$ cat config.mk
export PLATFORM = sky130hd
export DESIGN_NAME = alu_arbiter
export DESIGN_NICKNAME = d
export VERILOG_FILES = /design/src/rtl/alu_arbiter.sv
export SDC_FILE = /design/constraint.sdc
export NUM_CORES = 1
export LEC_CHECK = 0
export ABC_AREA = 1
export CAP_MARGIN = 20
export CORE_UTILIZATION = 41
export DETAILED_ROUTE_END_ITERATION = 8
export PLACE_DENSITY = 0.89
export SYNTH_ARGS = -nofsm -noshare
export SYNTH_HDL_FRONTEND = slang
export SYNTH_SLANG_ARGS = --single-unit
$ cat constraint.sdc
create_clock -name clk -period 3.3 [get_ports clk]
set_input_delay 0.66 -clock clk [delete_from_list [all_inputs] [get_ports clk]]
set_output_delay 0.66 -clock clk [all_outputs]
set_load 0.02 [all_outputs]
$ cat src/rtl/alu_arbiter.sv
// Two-requester round-robin front end for a shared multi-cycle ALU, one op in flight.
// Optional macro ALU_ARB_OPCHECK_EN: illegal opcodes bypass the ALU and answer with rsp_err.
module alu_arbiter #(
  parameter int ALU_LAT = 2
) (
  input  logic        clk,
  input  logic        rst_n,
  input  logic        req0_valid,
  output logic        req0_ready,
  input  logic [3:0]  req0_op,
  input  logic [31:0] req0_a,
  input  logic [31:0] req0_b,
  input  logic        req1_valid,
  output logic        req1_ready,
  input  logic [3:0]  req1_op,
  input  logic [31:0] req1_a,
  input  logic [31:0] req1_b,
  output logic [3:0]  alu_op,
  output logic [31:0] alu_a,
  output logic [31:0] alu_b,
  input  logic [31:0] alu_result,
  input  logic        alu_zero,
  output logic        rsp_valid,
  input  logic        rsp_ready,
  output logic [31:0] rsp_data,
  output logic        rsp_zero,
  output logic        rsp_id,
  output logic        rsp_err
);

  localparam logic [1:0] S_IDLE = 2'd0;
  localparam logic [1:0] S_EXEC = 2'd1;
  localparam logic [1:0] S_RESP = 2'd2;
  localparam int CW = $clog2(ALU_LAT + 2);

  logic [1:0]    state_q, state_d;
  logic          last_q, last_d;
  logic [CW-1:0] cnt_q, cnt_d;
  logic [3:0]    alu_op_q, alu_op_d;
  logic [31:0]   alu_a_q, alu_a_d;
  logic [31:0]   alu_b_q, alu_b_d;
  logic          rsp_valid_q, rsp_valid_d;
  logic [31:0]   rsp_data_q, rsp_data_d;
  logic          rsp_zero_q, rsp_zero_d;
  logic          rsp_id_q, rsp_id_d;

  logic          gnt_id;
  logic          xfer;
  logic [3:0]    gnt_op;
  logic [31:0]   gnt_a, gnt_b;
  logic          op_bad;

  // With both pending, serve whoever was not served last; otherwise whoever is valid.
  always_comb begin
    if (req0_valid && req1_valid) gnt_id = ~last_q;
    else                          gnt_id = req1_valid;
  end

  assign req0_ready = rst_n && (state_q == S_IDLE) && req0_valid && !gnt_id;
  assign req1_ready = rst_n && (state_q == S_IDLE) && req1_valid && gnt_id;
  assign xfer       = req0_ready || req1_ready;
  assign gnt_op     = gnt_id ? req1_op : req0_op;
  assign gnt_a      = gnt_id ? req1_a  : req0_a;
  assign gnt_b      = gnt_id ? req1_b  : req0_b;

`ifdef ALU_ARB_OPCHECK_EN
  logic rsp_err_q;

  always_comb begin
    case (gnt_op)
      4'b0000, 4'b0010, 4'b0100, 4'b0101,
      4'b0110, 4'b0111, 4'b1010: op_bad = 1'b0;
      default:                   op_bad = 1'b1;
    endcase
  end

  always_ff @(posedge clk) begin
    if (!rst_n)    rsp_err_q <= 1'b0;
    else if (xfer) rsp_err_q <= op_bad;
  end

  assign rsp_err = rsp_err_q;
`else
  assign op_bad  = 1'b0;
  assign rsp_err = 1'b0;
`endif

  always_comb begin
    state_d     = state_q;
    last_d      = last_q;
    cnt_d       = cnt_q;
    alu_op_d    = alu_op_q;
    alu_a_d     = alu_a_q;
    alu_b_d     = alu_b_q;
    rsp_valid_d = rsp_valid_q;
    rsp_data_d  = rsp_data_q;
    rsp_zero_d  = rsp_zero_q;
    rsp_id_d    = rsp_id_q;
    case (state_q)
      S_IDLE: begin
        if (xfer) begin
          last_d   = gnt_id;
          rsp_id_d = gnt_id;
          if (op_bad) begin
            // Rejected op never reaches the ALU; answer immediately.
            state_d     = S_RESP;
            rsp_valid_d = 1'b1;
            rsp_data_d  = 32'd0;
            rsp_zero_d  = 1'b1;
          end else begin
            state_d  = S_EXEC;
            cnt_d    = '0;
            alu_op_d = gnt_op;
            alu_a_d  = gnt_a;
            alu_b_d  = gnt_b;
          end
        end
      end
      S_EXEC: begin
        if (cnt_q == CW'(ALU_LAT)) begin
          state_d     = S_RESP;
          rsp_valid_d = 1'b1;
          rsp_data_d  = alu_result;
          rsp_zero_d  = alu_zero;
        end else begin
          cnt_d = cnt_q + CW'(1);
        end
      end
      S_RESP: begin
        if (rsp_ready) begin
          state_d     = S_IDLE;
          rsp_valid_d = 1'b0;
        end
      end
      default: state_d = S_IDLE;
    endcase
  end

  always_ff @(posedge clk) begin
    if (!rst_n) begin
      state_q     <= S_IDLE;
      last_q      <= 1'b1;
      cnt_q       <= '0;
      alu_op_q    <= 4'b0000;
      alu_a_q     <= 32'd0;
      alu_b_q     <= 32'd0;
      rsp_valid_q <= 1'b0;
      rsp_data_q  <= 32'd0;
      rsp_zero_q  <= 1'b0;
      rsp_id_q    <= 1'b0;
    end else begin
      state_q     <= state_d;
      last_q      <= last_d;
      cnt_q       <= cnt_d;
      alu_op_q    <= alu_op_d;
      alu_a_q     <= alu_a_d;
      alu_b_q     <= alu_b_d;
      rsp_valid_q <= rsp_valid_d;
      rsp_data_q  <= rsp_data_d;
      rsp_zero_q  <= rsp_zero_d;
      rsp_id_q    <= rsp_id_d;
    end
  end

  assign alu_op    = alu_op_q;
  assign alu_a     = alu_a_q;
  assign alu_b     = alu_b_q;
  assign rsp_valid = rsp_valid_q;
  assign rsp_data  = rsp_data_q;
  assign rsp_zero  = rsp_zero_q;
  assign rsp_id    = rsp_id_q;

endmodule

Yosys cells after proc, flatten, opt, wreduce, memory -nomap -nowiden
Cells that the tools add are included.

Register bits after elaboration: 108. Input bits: 174. Output and inout port bits: 106. Word-level logic and storage cells: 49.

$add $sub $neg: 1. Equal/unequal tests: 7. Mux-type cells: 14. Bitwise gates (word level): 1. Reductions and logical operators: 16.

Operator list (number): two-way mux 32 bit (2); two-way mux 2 bit (5); AND reduction 3 bit (3); inequality test 2 bit (second input constant) (4); logical AND 1 bit (6); one-hot mux 2 bit (3 select lines) (1); == test 2 bit (second input constant) (2); two-way mux 4 bit (1); one-hot mux 2 bit (2 select lines) (1); AND reduction 2 bit (2); nonzero test 2 bit (2); two-way mux 1 bit (3); adder 2 x 1 -> 2 bit (second input constant) (1); == test 2 x 1 -> 1 bit (second input constant) (1); logical NOT 2 bit (1); one-hot mux 1 bit (2 select lines) (1); logical NOT 1 bit (1); logical OR 1 bit (1); NOT 1 bit (1).

Depth between registers and ports, before layout
Depth after elaboration: 7. Gate-level depth with buffers: 9. Depth with buffers taken out: 8.

Worst setup path after synthesis
No wires, ideal clock.

Path type: input-to-output. Start point: input req0_valid. End point: output req0_ready. Arrival time: 1.399 ns. Data required time: 2.640 ns. Slack: 1.241 ns. Stages on the path: 5. Path buffers: 1. Cell sequence: nand2_1 nand2_2 inv_2 clkbuf_1 nor2_1.

Word-level cells in the longest chain between the ends: 4. Elaborated cells on any way between the ends: 5. Those cells by class: mux (1); reduce/logical (4).

Ends and longest elaborated chain: from (decl) (line 8) `input logic req0_valid,`; logical AND 1 bit (line 55) `if (req0_valid && req1_valid) gnt_id = ~last_q;`; two-way mux 1 bit (line 55); logical NOT 1 bit (line 59) `assign req0_ready = rst_n && (state_q == S_IDLE) && req0_valid && !gnt_id;`; logical AND 1 bit * (line 59); to (decl) (line 9) `output logic req0_ready,`.

Mark *: on every way between the ends. The rest lies on a longest branch, timed or not.

Worst setup path after layout
Same ends and word-level chain as after synthesis.

==> results.txt <==
The smallest clock period supported by the final layout is computed as 2806 ps. Setup repair after global routing left no endpoint under its margin. Half-perimeter wire length after placement: 10290 um.

Number of gates given a new drive strength after cts: 0. Compared with the post-synthesis result, the final layout area differs by 63.91%. The tools report the area occupied by multi-input gates as 2247 um^2. The run gives 0 as the number of antenna violations at the first check in global routing. The number of placed cells counting well taps was 1089; the worst vdd rail ir drop was 0.2525 mV.

The run gives 0 as the final-report hold violation count. Counting distinct cell types in the post-synthesis netlist gives 20. The run finished with clean final reports. The origin of the worst setup path was req0_valid. TritonCTS built the clock tree. Clock-pin slew was measured on the worst setup and hold paths at 70 ps. The clock passes through at most 2 buffers. The critical path contains buffers and inverters numbering 3 combined.

For this configuration, the core starts out at a cell density of 42.91%. Buffers added to address setup during post-CTS repair amount to 0. Across the run, the number of max-cap violations was 0. The die covers 12030 um^2. The worst slew margin relative to its limit is 48.17%. The average instance area after synthesis was 6.676 um^2. The logs give 3.456 mW for the post-layout total power and 105 for the pin count of the biggest net entering global routing. From bottom edge to top edge, the die measures 109.7 um. The synthesized-area fraction occupied by xor and xnor cells was 0%; the synthesized area was 4753 um^2. The post-synthesis share of cell area spent on and, or, nand and nor gates is 42.75%, and the post-synth net total is 887. Dividing the final minimum period by the clock period gives 85.04%. Final estimated routing congestion in global placement: 0.8037. The total of fill cells in the finished design is 930, and the power density over the cells is 443.6 nW/um^2. Number of optimization iterations in the first detailed-route pass: 4. Summed over all layers, the routed wires come to 14580 um.

The tools report the arrival time at the worst endpoint as 2150 ps. The cell that appears most often on the critical path is sky130_fd_sc_hd__clkdlybuf4s50_1. The largest area contributor in the netlist is sky130_fd_sc_hd__dfxtp_1. The kind of cell with the highest combined delay along the critical path is buffers and inverters. The adder-cell area share of the yosys netlist was 0.2632%; the number of antenna-violating nets in the routed design was 0.

The initial detailed-routing violation count was 344; the core area was 11080 um^2. Synthesis inferred 108 register bits. The tools report the worst clock skew as 10.31 ps. CTS built an H-tree with a depth of 3.

Traced cell by cell, the critical path runs through clkdlybuf4s50_1, nand2_1, nand2_2, inv_2, nor2_1, clkdlybuf4s50_1. The tools report the maximum achievable frequency as 0.3563 GHz. Summed over all failing endpoints, the final setup total negative slack is 0 ps. The portion of synthesized area spent on multiplexers is 0%.

The tools report the number of slew-limit violations in the final report as 0. Count of buffers from port buffering: 278. In this run, CTS created clock tree buffers numbering 9.

The cell count after synthesis came out at 712. In the final layout, flip-flops and latches occupy 2162 um^2. The type of origin of the critical path was an input pin. The Yosys step of the flow raised 0 warnings. In this run the worst path has a maximum fanout of 4. Class of the most critical setup path: in2out. Using the TritonRoute via totals, the vias-per-cell ratio works out to 4.780. In the routed design, unresolved DRC markers number 0.

For the worst setup path, the data required time is 2640 ps. The tightest hold path in the finished design has a slack of 462.3 ps. The count of antenna diodes in the layout was 0; the number of ports placed on the die boundary was 280. The logs give 21470 um for the global-route wire length before repair and 45.49% for the proportion of synthesized chip area in sequential cells. In the layout the commonest cells are 277 x sky130_fd_sc_hd__clkdlybuf4s50_1, 249 x sky130_fd_sc_hd__nand2_1, 143 x sky130_fd_sc_hd__nor2_1, 108 x sky130_fd_sc_hd__dfxtp_1, 106 x sky130_fd_sc_hd__nand3_1. The path class of the tightest hold or removal check is reg2reg. For this run the aggregate overflow at the end of global routing stands at 0. The finished layout holds 1105 standard cells, fillers aside.

In this design, the stage delay of the slowest critical-path cell is 640 ps. In this run the most critical hold path is launched from rsp_data[9]. The share of the synthesized area in the top cell type was 45.49%; the transition at the pin with the smallest max-transition slack was 777.5 ps. Sorting the synthesized cells by area gives the leading types as sky130_fd_sc_hd__dfxtp_1 45%, sky130_fd_sc_hd__nand2_1 20%, sky130_fd_sc_hd__nor2_1 11%. Cells with a size suffix above 1 make up 3.420% of the layout. Setup violations remaining at the end of the flow were counted as 0. The tools report the number of global-route vias before repair as 4571. The worst setup path is captured at an output port. The reg-to-reg startpoint is last_q. Dividing the detail-routed wire length by the instance count gives 13.20 um.

The tree is rooted in a sky130_fd_sc_hd__clkbuf_16. The share of the synthesized area in compound gates (AO/OA/AOI/OAI) came out at 4.027%. For the total number of vias, the log shows 5282. Global routing consumed, over all layers together, 22.87% of the routing resources. Slowest stage cell on the critical path: sky130_fd_sc_hd__clkdlybuf4s50_1.

The cts-stage hold buffer count is 0. The run gives 3.190 nW as the leakage power of the design. Die width: 109.7 um. The largest family of logic cells by synthesized area is simple AND/OR/NAND/NOR gates.

After the last flow step, the layout net total stands at 1136. The clock latency at the later pin of the worst-skew pair is 340 ps, and the count of clock tree sinks is 108. The leading cell type in the layout, fill and taps excluded was sky130_fd_sc_hd__clkdlybuf4s50_1. The number of placement rows was 38.
[per-stage QoR]
| step | instance area [um^2] | util [%] | setup slack, ps |
|---|---|---|---|
| after detailed placement | 7491 | 67.62 | 513.0 |
| after global routing | 7791 | 70.33 | 467.4 |
| final | 7791 | 70.33 | 493.8 |
| after CTS | 7764 | 70.08 | 510.0 |
| after global placement | 7491 | 67.62 | 515.0 |
| after floorplan | 4753 | - | 1241 |
[registers in the layout, summed over array words and instances, names as in the netlist]
| register | count |
|---|---|
| alu_a | 32 |
| alu_b | 32 |
| alu_op | 4 |
| cnt_q | 2 |
| last_q | 1 |
| rsp_data | 32 |
| rsp_id | 1 |
| rsp_valid | 1 |
| rsp_zero | 1 |
| state_q | 2 |
[tightest hold or removal path, stage by stage, from the launching register on]
cell and delay, ps:
sky130_fd_sc_hd__dfxtp_1 310, sky130_fd_sc_hd__nand2_1 60, sky130_fd_sc_hd__a21oi_1 50
[synthesized netlist by cell type]
library cell / count
sky130_fd_sc_hd__nand2_1: 249
sky130_fd_sc_hd__nor2_1: 143
sky130_fd_sc_hd__dfxtp_1: 108
sky130_fd_sc_hd__nand3_1: 106
sky130_fd_sc_hd__a21oi_1: 35
sky130_fd_sc_hd__clkbuf_1: 18
sky130_fd_sc_hd__buf_2: 11
sky130_fd_sc_hd__buf_6: 11
sky130_fd_sc_hd__inv_1: 9
sky130_fd_sc_hd__buf_4: 6
sky130_fd_sc_hd__buf_1: 5
sky130_fd_sc_hd__inv_2: 2
sky130_fd_sc_hd__nor2_2: 2
sky130_fd_sc_hd__conb_1: 1
sky130_fd_sc_hd__ha_1: 1
sky130_fd_sc_hd__nand2_2: 1
sky130_fd_sc_hd__nand4_1: 1
sky130_fd_sc_hd__nor3_1: 1
sky130_fd_sc_hd__o21ai_2: 1
sky130_fd_sc_hd__o31ai_1: 1
[layer usage]
metal / part of all wire (%) / vias to the layer above / wire length [um] / global-route usage, %
li1: - / 2728 / - / -
met1: 39 / 2326 / 5717 / 25.73
met2: 49 / 205 / 7202 / 40.12
met3: 9.0 / 23 / 1313 / 7.350
met4: 2.4 / 0 / 350 / 8.667
met5: 0 / - / 0 / 0
[final cells by class]
type	instances	area share [%]
Sequential cell	108	27.75
Inverter	11	0.5300
Multi-Input combinational cell	542	28.84
Tap cell	140	2.248
Clock inverter	6	0.6102
Clock buffer	9	2.891
Timing Repair Buffer	289	37.13
[where the power goes]
part           switching, mW  internal [mW]  total (mW)
clock network          0.490          0.515        1.00
registers             0.0535           1.41        1.47
logic                  0.498          0.487       0.985
total                   1.04           2.41        3.46
[cell families after synthesis]
kind of cell	Yosys count
compound gates	37
fa+ha+maj	1
buf+inv	62
flops	108
other cells	1
simple gates	503
[worst paths after layout]
kind | end | slack [ps] | depth (start not counted)
worst max-delay path | req0_ready | 490 | 6
worst min-delay path | rsp_data[9] | 460 | 2
worst min register to register | rsp_data[9] | 460 | 2
worst max register to register | alu_a[0] | 1320 | 8
No activity file was read; power rests on OpenSTA's default activity.
